File: config.mk
export PLATFORM = sky130hd
export DESIGN_NAME = mmr_regbank
export DESIGN_NICKNAME = d
export VERILOG_FILES = /design/src/rtl/mmr_regbank.sv
export SDC_FILE = /design/constraint.sdc
export NUM_CORES = 2
export LEC_CHECK = 0
export BUFFER_PORTS_ARGS = -buffer_cell sky130_fd_sc_hd__buf_2
export CAP_MARGIN = 15
export CORE_AREA = 10 10 388 390
export DETAILED_ROUTE_END_ITERATION = 10
export DIE_AREA = 0 0 398 400
export PLACE_DENSITY = 0.42
export SETUP_SLACK_MARGIN = 0.05
export SYNTH_ARGS = -nofsm -noshare
export SYNTH_HDL_FRONTEND = slang
export SYNTH_SLANG_ARGS = --single-unit
export TNS_END_PERCENT = 30
File: constraint.sdc
create_clock -name fclk0 -period 3.95 [get_ports fclk0]
set_input_delay 0.1975 -clock fclk0 [delete_from_list [all_inputs] [get_ports fclk0]]
set_output_delay 0.1975 -clock fclk0 [all_outputs]
set_load 0.01 [all_outputs]
File: src/rtl/mmr_regbank.sv
// AXI3 slave register bank: RW control registers for PL logic plus RO status words for software.
// Optional MMR_REGBANK_WSTRB_EN enables per-byte write strobes; otherwise every beat writes the full word.
module mmr_regbank #(
   parameter int                ADDR_W   = 32,
   parameter int                DATA_W   = 32,
   parameter int                ID_W     = 12,
   parameter int                RW_COUNT = 16,
   parameter int                RO_COUNT = 8,
   parameter logic [ADDR_W-1:0] BASE     = '0
) (
   input  logic                         fclk0,
   input  logic                         fclk0_rst_n,
   input  logic [ID_W-1:0]              awid,
   input  logic [ADDR_W-1:0]            awaddr,
   input  logic [3:0]                   awlen,
   input  logic [1:0]                   awburst,
   input  logic                         awvalid,
   output logic                         awready,
   input  logic [ID_W-1:0]              wid,
   input  logic [DATA_W-1:0]            wdata,
   input  logic [3:0]                   wstrb,
   input  logic                         wlast,
   input  logic                         wvalid,
   output logic                         wready,
   output logic [ID_W-1:0]              bid,
   output logic [1:0]                   bresp,
   output logic                         bvalid,
   input  logic                         bready,
   input  logic [ID_W-1:0]              arid,
   input  logic [ADDR_W-1:0]            araddr,
   input  logic [3:0]                   arlen,
   input  logic [1:0]                   arburst,
   input  logic                         arvalid,
   output logic                         arready,
   output logic [ID_W-1:0]              rid,
   output logic [DATA_W-1:0]            rdata,
   output logic [1:0]                   rresp,
   output logic                         rlast,
   output logic                         rvalid,
   input  logic                         rready,
   output logic [RW_COUNT*DATA_W-1:0]   ctrl,
   output logic [RW_COUNT-1:0]          ctrl_wstb,
   input  logic [RO_COUNT*DATA_W-1:0]   status
);

   localparam int          WA_W   = ADDR_W - 2;
   localparam int          RW_IW  = $clog2(RW_COUNT);
   localparam int          RO_IW  = $clog2(RO_COUNT);
   localparam logic [9:0]  RW_LIM = 10'(RW_COUNT);
   localparam logic [9:0]  RO_LIM = 10'(RW_COUNT + RO_COUNT);
   localparam logic [1:0]  K_RW   = 2'd0;
   localparam logic [1:0]  K_RO   = 2'd1;
   localparam logic [1:0]  K_ERR  = 2'd2;

   localparam logic [1:0]  W_IDLE = 2'd0;
   localparam logic [1:0]  W_DATA = 2'd1;
   localparam logic [1:0]  W_RESP = 2'd2;
   localparam logic [0:0]  R_IDLE = 1'b0;
   localparam logic [0:0]  R_DATA = 1'b1;

   // Word index bits above the 4 KiB page must match BASE; the page offset selects the bank slot.
   function automatic logic [1:0] decodeKind(input logic [WA_W-1:0] w);
      if (w[WA_W-1:10] != BASE[ADDR_W-1:12]) return K_ERR;
      else if (w[9:0] < RW_LIM)               return K_RW;
      else if (w[9:0] < RO_LIM)               return K_RO;
      else                                    return K_ERR;
   endfunction

   logic [DATA_W-1:0] ctrl_q [RW_COUNT];
   logic [DATA_W-1:0] statusW [RO_COUNT];
   logic [RW_COUNT-1:0] ctrl_wstb_q;
   logic readyEn_q;

   logic [1:0]      wState_q, wState_d;
   logic [ID_W-1:0] wId_q, wId_d;
   logic [WA_W-1:0] wAddr_q, wAddr_d;
   logic [3:0]      wLen_q, wLen_d, wCnt_q, wCnt_d;
   logic [1:0]      wBurst_q, wBurst_d;
   logic            wErr_q, wErr_d;
   logic [1:0]      wKind;
   logic [RW_COUNT-1:0] wrSel;
   logic [DATA_W-1:0]   wrMask;
   logic                strobeAny;

   logic [0:0]        rState_q, rState_d;
   logic [ID_W-1:0]   rId_q, rId_d;
   logic [WA_W-1:0]   rAddr_q, rAddr_d, rSrc;
   logic [3:0]        rLen_q, rLen_d, rCnt_q, rCnt_d;
   logic [1:0]        rBurst_q, rBurst_d;
   logic              rLast_q, rLast_d;
   logic [DATA_W-1:0] rData_q, rData_d;
   logic [1:0]        rResp_q, rResp_d;
   logic [1:0]        rKind;
   logic [RO_IW-1:0]  roIdx;

   logic unusedBits;
   assign unusedBits = ^{awaddr[1:0], araddr[1:0], wstrb};

   for (genvar i = 0; i < RW_COUNT; i++) begin : g_ctrl
      assign ctrl[DATA_W*i +: DATA_W] = ctrl_q[i];
   end
   for (genvar i = 0; i < RO_COUNT; i++) begin : g_status
      assign statusW[i] = status[DATA_W*i +: DATA_W];
   end

`ifdef MMR_REGBANK_WSTRB_EN
   assign wrMask    = {{8{wstrb[3]}}, {8{wstrb[2]}}, {8{wstrb[1]}}, {8{wstrb[0]}}};
   assign strobeAny = |wstrb;
`else
   assign wrMask    = '1;
   assign strobeAny = 1'b1;
`endif

   assign awready   = readyEn_q && (wState_q == W_IDLE);
   assign wready    = (wState_q == W_DATA);
   assign bvalid    = (wState_q == W_RESP);
   assign bid       = wId_q;
   assign bresp     = bvalid ? {wErr_q, 1'b0} : 2'b00;
   assign arready   = readyEn_q && (rState_q == R_IDLE);
   assign rvalid    = (rState_q == R_DATA);
   assign rid       = rId_q;
   assign rdata     = rData_q;
   assign rresp     = rResp_q;
   assign rlast     = rLast_q;
   assign ctrl_wstb = ctrl_wstb_q;

   // Write sequencing: one beat per W handshake, errors are sticky for the whole burst.
   always_comb begin
      wState_d = wState_q;
      wId_d    = wId_q;
      wAddr_d  = wAddr_q;
      wLen_d   = wLen_q;
      wCnt_d   = wCnt_q;
      wBurst_d = wBurst_q;
      wErr_d   = wErr_q;
      wKind    = decodeKind(wAddr_q);
      wrSel    = '0;
      case (wState_q)
         W_IDLE: if (awvalid && awready) begin
            wId_d    = awid;
            wAddr_d  = awaddr[ADDR_W-1:2];
            wLen_d   = awlen;
            wBurst_d = awburst;
            wCnt_d   = '0;
            wErr_d   = 1'b0;
            wState_d = W_DATA;
         end
         W_DATA: if (wvalid) begin
            if (wid != wId_q || wKind == K_ERR) wErr_d = 1'b1;
            else if (wKind == K_RW && strobeAny) wrSel[wAddr_q[RW_IW-1:0]] = 1'b1;
            if (wlast || wCnt_q == wLen_q) begin
               wState_d = W_RESP;
            end else begin
               wCnt_d  = wCnt_q + 4'd1;
               wAddr_d = wAddr_q + {{(WA_W-1){1'b0}}, wBurst_q != 2'b00};
            end
         end
         W_RESP: if (bready) wState_d = W_IDLE;
         default: wState_d = W_IDLE;
      endcase
   end

   // Read sequencing: each beat is fetched at the handshake that launches it, so the
   // registered word reflects register contents from before any same-cycle write.
   always_comb begin
      rState_d = rState_q;
      rId_d    = rId_q;
      rAddr_d  = rAddr_q;
      rLen_d   = rLen_q;
      rCnt_d   = rCnt_q;
      rBurst_d = rBurst_q;
      rLast_d  = rLast_q;
      rData_d  = rData_q;
      rResp_d  = rResp_q;
      rSrc     = rAddr_q + {{(WA_W-1){1'b0}}, rBurst_q != 2'b00};
      if (rState_q == R_IDLE) rSrc = araddr[ADDR_W-1:2];
      rKind    = decodeKind(rSrc);
      roIdx    = RO_IW'(rSrc[9:0] - RW_LIM);
      if ((rState_q == R_IDLE && arvalid && arready) ||
          (rState_q == R_DATA && rready && !rLast_q)) begin
         if (rState_q == R_IDLE) begin
            rId_d    = arid;
            rLen_d   = arlen;
            rBurst_d = arburst;
            rCnt_d   = '0;
            rLast_d  = (arlen == 4'd0);
            rState_d = R_DATA;
         end else begin
            rCnt_d  = rCnt_q + 4'd1;
            rLast_d = ((rCnt_q + 4'd1) == rLen_q);
         end
         rAddr_d = rSrc;
         rResp_d = (rKind == K_ERR) ? 2'b10 : 2'b00;
         rData_d = '0;
         if (rKind == K_RW)      rData_d = ctrl_q[rSrc[RW_IW-1:0]];
         else if (rKind == K_RO) rData_d = statusW[roIdx];
      end else if (rState_q == R_DATA && rready) begin
         rLast_d  = 1'b0;
         rState_d = R_IDLE;
      end
   end

   always_ff @(posedge fclk0 or negedge fclk0_rst_n) begin
      if (!fclk0_rst_n) begin
         readyEn_q   <= 1'b0;
         wState_q    <= W_IDLE;
         wId_q       <= '0;
         wAddr_q     <= '0;
         wLen_q      <= '0;
         wCnt_q      <= '0;
         wBurst_q    <= '0;
         wErr_q      <= 1'b0;
         rState_q    <= R_IDLE;
         rId_q       <= '0;
         rAddr_q     <= '0;
         rLen_q      <= '0;
         rCnt_q      <= '0;
         rBurst_q    <= '0;
         rLast_q     <= 1'b0;
         rData_q     <= '0;
         rResp_q     <= '0;
         ctrl_wstb_q <= '0;
         for (int i = 0; i < RW_COUNT; i++) ctrl_q[i] <= '0;
      end else begin
         readyEn_q   <= 1'b1;
         wState_q    <= wState_d;
         wId_q       <= wId_d;
         wAddr_q     <= wAddr_d;
         wLen_q      <= wLen_d;
         wCnt_q      <= wCnt_d;
         wBurst_q    <= wBurst_d;
         wErr_q      <= wErr_d;
         rState_q    <= rState_d;
         rId_q       <= rId_d;
         rAddr_q     <= rAddr_d;
         rLen_q      <= rLen_d;
         rCnt_q      <= rCnt_d;
         rBurst_q    <= rBurst_d;
         rLast_q     <= rLast_d;
         rData_q     <= rData_d;
         rResp_q     <= rResp_d;
         ctrl_wstb_q <= wrSel;
         for (int i = 0; i < RW_COUNT; i++)
            if (wrSel[i]) ctrl_q[i] <= (ctrl_q[i] & ~wrMask) | (wdata & wrMask);
      end
   end

endmodule

# Word-level counts from Yosys, hierarchy flattened
# Index checks and enable logic that the tools add are counted.
[classes] add_sub_neg=5 magnitude_cmp=8 eq_ne=14 muxes=45 bitwise=3 reduce_logical=27
[ops] operator="two-way mux 32 bit" n=6
[ops] operator="binary-select mux 32 bit (select 4 bit)" n=1
[ops] operator="two-way mux 30 bit" n=4
[ops] operator="binary-select mux 32 bit (select 3 bit)" n=1
[ops] operator="two-way mux 16 bit" n=4
[ops] operator="adder 30 x 1 -> 30 bit" n=2
[ops] operator="one-hot mux 30 bit (2 select lines)" n=1
[ops] operator="< comparator 10 x 5 -> 1 bit (second input constant)" n=4
[ops] operator="nonzero test 20 bit" n=2
[ops] operator="two-way mux 2 bit" n=12
[ops] operator="two-way mux 4 bit" n=4
[ops] operator="inequality test 12 bit" n=1
[ops] operator="AND reduction 4 bit" n=3
[ops] operator="adder 4 x 1 -> 4 bit (second input constant)" n=2
[ops] operator="== test 4 bit" n=2
[ops] operator="logical AND 1 bit" n=8
[ops] operator="two-way mux 1 bit" n=8
[ops] operator="inequality test 2 x 1 -> 1 bit (second input constant)" n=4
[ops] operator="one-hot mux 4 bit (2 select lines)" n=1
[ops] operator="nonzero test 2 bit" n=4
[ops] operator="== test 2 bit (second input constant)" n=3
[ops] operator="logical NOT 2 bit" n=3
[ops] operator="one-hot mux 2 bit (3 select lines)" n=1
[ops] operator="greater-or-equal comparator 5 bit (second input constant)" n=1
[ops] operator="15 further kinds" n=20
[totals] regBits=672 in_bits=412 output_inout_bits=594 word_cells=136

# Logic depth before layout (Yosys ltp)
[logic_depth] ltp_word=10 mapped_depth=12 ltp_nobuf=10

# Least setup slack after synthesis
# No wires, ideal clock.
[synth_timing] path_kind="register to register" start="register rBurst_q[1]" end="register rData_q[31] (netlist: rdata[31])" setup_time_ps=134 arrival_time_ps=2835 required_ps=3816 slack_ps=981 stages_incl_launch_ff=13 n_path_buf=2 period_less_slack_ps=2969 cell_sequence="dfrtp_1 or2_2 ha_1 ha_1 and3_1 mux2_2 or4_1 clkbuf_1 clkbuf_1 nor3_1 o21ai_0 nand4_1 o31ai_1"
[synth_via] elab_chain_len=10 word_cells_on_any_way=22 cone_classes="add/sub (2); order compare (2); eq/ne (1); mux (12); bitwise (2); reduce/logical (3)"
[synth_lines] item="start: declaration" line_no="89" source="logic [1:0] rBurst_q, rBurst_d;"
[synth_lines] item="start signal: assignment" line_no="238" source="rBurst_q <= rBurst_d;"
[synth_lines] item="nonzero test 2 bit (*)" line_no="175" source="rSrc = rAddr_q + {{(WA_W-1){1'b0}}, rBurst_q != 2'b00};"
[synth_lines] item="adder 30 x 1 -> 30 bit (*)" line_no="175"
[synth_lines] item="two-way mux 30 bit (*)" line_no="176" source="if (rState_q == R_IDLE) rSrc = araddr[ADDR_W-1:2];"
[synth_lines] item="< comparator 10 x 5 -> 1 bit / subtractor 3 x 1 -> 3 bit (equally long branches)" line_no="65, 178"
[synth_lines] item="two-way mux 2 bit / inverter 3 -> 4 bit (equally long branches)" line_no="65, 196"
[synth_lines] item="two-way mux 2 bit / binary-select mux 32 bit (select 3 bit) (equally long branches)" line_no="64, 196"
[synth_lines] item="two-way mux 2 bit / two-way mux 32 bit (equally long branches)" line_no="63, 196"
[synth_lines] item="== test 2 x 1 -> 1 bit / two-way mux 32 bit (equally long branches)" line_no="196" source="else if (rKind == K_RO) rData_d = statusW[roIdx];"
[synth_lines] item="two-way mux 32 bit" line_no="196"
[synth_lines] item="two-way mux 32 bit (*)" line_no="195" source="if (rKind == K_RW) rData_d = ctrl_q[rSrc[RW_IW-1:0]];"
[synth_lines] item="end signal: assignment" line_no="240" source="rData_q <= rData_d;"
[synth_lines] item="end: declaration" line_no="91" source="logic [DATA_W-1:0] rData_q, rData_d;"
# Every way passes the cells marked *; elsewhere a longest branch is shown, timed or not. The select of a mux whose other input is x is not followed.
# A chain may end at the register's enable or synchronous reset.

# Worst setup path in the final report
[layout_timing] start="register rBurst_q[0]" end="register rData_q[9] (netlist: rdata[9])"
# The elaborated chain is that of the path after synthesis.

==> metrics.csv <==
metric,value,unit
status,finished clean,
vias in the first global route,33600,
DIE WIDTH,398,um
Remaining DRCs,0,
placer congestion estimate,0.969,
"EDFF count, synth",0,
ANT nets after route,0,
io pins,1006,
Critical Path RT,4.55,ns
clk buf depth,3,
cells along the critical path,or2_2 -> ha_1 -> ha_1 -> and4_1 -> and4_1 -> a31o_2 -> a31oi_1 -> nor4_1 -> nand4_1 -> buf_4 -> o31ai_1,
Starting Density,0.243,
Hold Crit Class,in2reg,
routed wl met3,16.6,mm
"Cell Area, Synth",34700,sq um
P_int,16.8,mW
via count,34000,
Slew @ Worst Pin,0.970,ns
cts hold-fix bufs,143,
"flops & latches, synth",671,
Worst Setup End Kind,register,
Final period util,0.945,
"count leader, synth",nand2_1,
Clock H-tree levels,3,
clk slew on worst S/H paths,0.07,ns
Avg Inst Size Synth,9.49,sq um
CP Class,reg2reg,
WL final,199,mm
Setup crit start kind,register,
critical path's slowest cell,nor4_1,
CP peak stage delay,0.51,ns
"Hold Vio Cnt, Final",0,
max_cap viols,0,
Root Driver,clkbuf_16,
total negative slack,0,ns
Area Growth Syn to Fin,34.7,%
vias per cell,5.08,
first-pass GRT wire length,272,mm
count of final setup violators,0,
Final #Nets,5138,
CP Buf/Inv Count,1,
total track usage,0.238,
maximum vdd ir drop,611,uV
Async SR Flop Fraction,1.00,
# resized after CTS,0,
initial antenna violation count,36,
Most used DFF post-synth,dfrtp_1,
Max Used Layer,met5,
Port Buffers,995,
share of Yosys cell area claimed by the top area cell type,0.484,
top post-synthesis cells by count,"nand2_1 (938), dfrtp_1 (671), mux2_2 (517), nand3_1 (265), a21oi_1 (202)",
crit-path max FO,22,
CTS Buf Count,84,
met1 WL,81.7,mm
fin. max-slew vios,0,
Leakage,23.2,nW
die area,159000,sq um
Routed wire per std cell,29.7,um
Ys Warns,0,
Clock Power Share,0.262,
sw frac,0.464,
"top cells by area, synth","dfrtp_1 (48%), mux2_2 (17%), nand2_1 (10%)",
worst rel slew slack,0.351,
WP data arrival,4.33,ns
sequential power share,0.260,
Hold Slack,0.0687,ns
combinational fraction of design power,0.478,
Clock Skew,0.0219,ns
Final min period,3.73,ns
switching pwr,14.6,mW
Synth Instances,3653,
initial DRC count,2913,
Clock Latency Late Sink,0.69,ns
GRT overflow,0,
largest net degree at the start of global routing,74,
# rows,139,
post-layout util,0.327,
cell family with most CP delay,simple AND/OR/NAND/NOR gates,
Core Area,143000,sq um
setup bufs post-CTS,0,
drt pass-1 iters,6,
fmax,0.268,GHz
RSZ-0062 raised after global routing,false,
CTS sink count,671,
Die Y,400,um
TritonCTS clock tree,yes,
WL met2,92.9,mm
r2r setup slk,0.22,ns
Power Density,673,nW/um^2
cell taking the most area after synthesis,dfrtp_1,
Post-DP HPWL,148,mm
Unique masters post-synth,68,
post-synthesis sequential area ratio,0.484,
layout cell share with drive strength beyond 1,0.381,
==> state kept, by name, indices dropped and copies added (netlist names), 2 cells and up <==
name       count
ctrl         512
rdata         32
rAddr_q       30
wAddr_q       30
ctrl_wstb     16
bid           12
rid           12
rCnt_q         4
rLen_q         4
wCnt_q         4
wLen_q         4
rBurst_q       2
wBurst_q       2
wState_q       2
==> stage by stage <==
stage	instances	area, sq um	power (mW)	setup slack (ns)
2_1_floorplan	3654	34700	15.7	0.981
4_1_cts	6693	46700	31.6	0.237
3_3_place_gp	6394	42300	23.0	0.297
6_report	6707	46700	31.4	0.217
3_5_place_dp	6394	42300	23.0	0.233
5_1_grt	6697	46700	33.0	0.0763
==> power by group through the flow <==
stage / Clock (mW) / Sequential, mW / Combinational, mW
5_1_grt: 8.71 / 8.26 / 16.0
3_5_place_dp: 0 / 8.29 / 14.7
6_report: 8.25 / 8.18 / 15.0
4_1_cts: 8.46 / 8.16 / 15.0
3_3_place_gp: 0 / 8.28 / 14.7
2_1_floorplan: 0 / 7.98 / 7.67
==> metal layers <==
layer  vias up  track usage
met3       312       0.0671
li1      14900            -
met2      1488        0.385
met5         -      0.00787
met1     17400        0.302
met4        18       0.0849
==> worst register-to-register path, cell delays in order (launching register included) <==
cell and delay (ns):
dfrtp_1 0.34, or2_2 0.11, ha_1 0.30, ha_1 0.28
and4_1 0.28, and4_1 0.49, a31o_2 0.23, a31oi_1 0.10
nor4_1 0.51, nand4_1 0.28, buf_4 0.37, o31ai_1 0.37
==> final timing paths <==
check,startpoint,to,depth (start not counted)
max,rBurst_q[0],rdata[9],11
min,wdata[0],ctrl[32],2
max reg2reg,rBurst_q[0],rdata[9],11
min reg2reg,rdata[7],rdata[7],2
max in group asynchronous,fclk0_rst_n,ctrl[115],3
min in group asynchronous,fclk0_rst_n,ctrl[256],2
==> cells by family after synthesis <==
kind of cell,Yosys count,share of synthesized area
AOI/OAI and AO/OA,469,0.0753
xor gates and xnor gates,35,0.00884
adders and majority gates,6,0.00216
buffers and inverters,306,0.0395
DFF,671,0.484
muxes,546,0.177
other,2,0.000217
and+or+nand+nor,1618,0.213
==> cell usage in the layout, fill, tap and decap left out, types with 30 or more instances in the layout <==
cell type / n
nand4_1: 56
buf_2: 994
o22ai_1: 30
dfrtp_1: 670
buf_4: 102
mux2_2: 515
clkbuf_16: 88
nor3_1: 82
nor2_1: 48
o31ai_1: 39
buf_12: 35
nand2_1: 937
a21oi_1: 202
dlygate4sd3_1: 143
nand3_1: 264
o21ai_0: 134
and3_1: 139
==> layout make-up <==
class	instances	area [sq um]
Clock inverter	22	328
Fill cell	15100	96100
Inverter	11	41.3
Timing Repair Buffer	1275	7890
Sequential cell	671	16800
Antenna cell	14	35.0
Multi-Input combinational cell	2677	16700
Tap cell	1903	2380
Clock buffer	134	2590
Note: power is estimated with default switching activity, not from simulation.
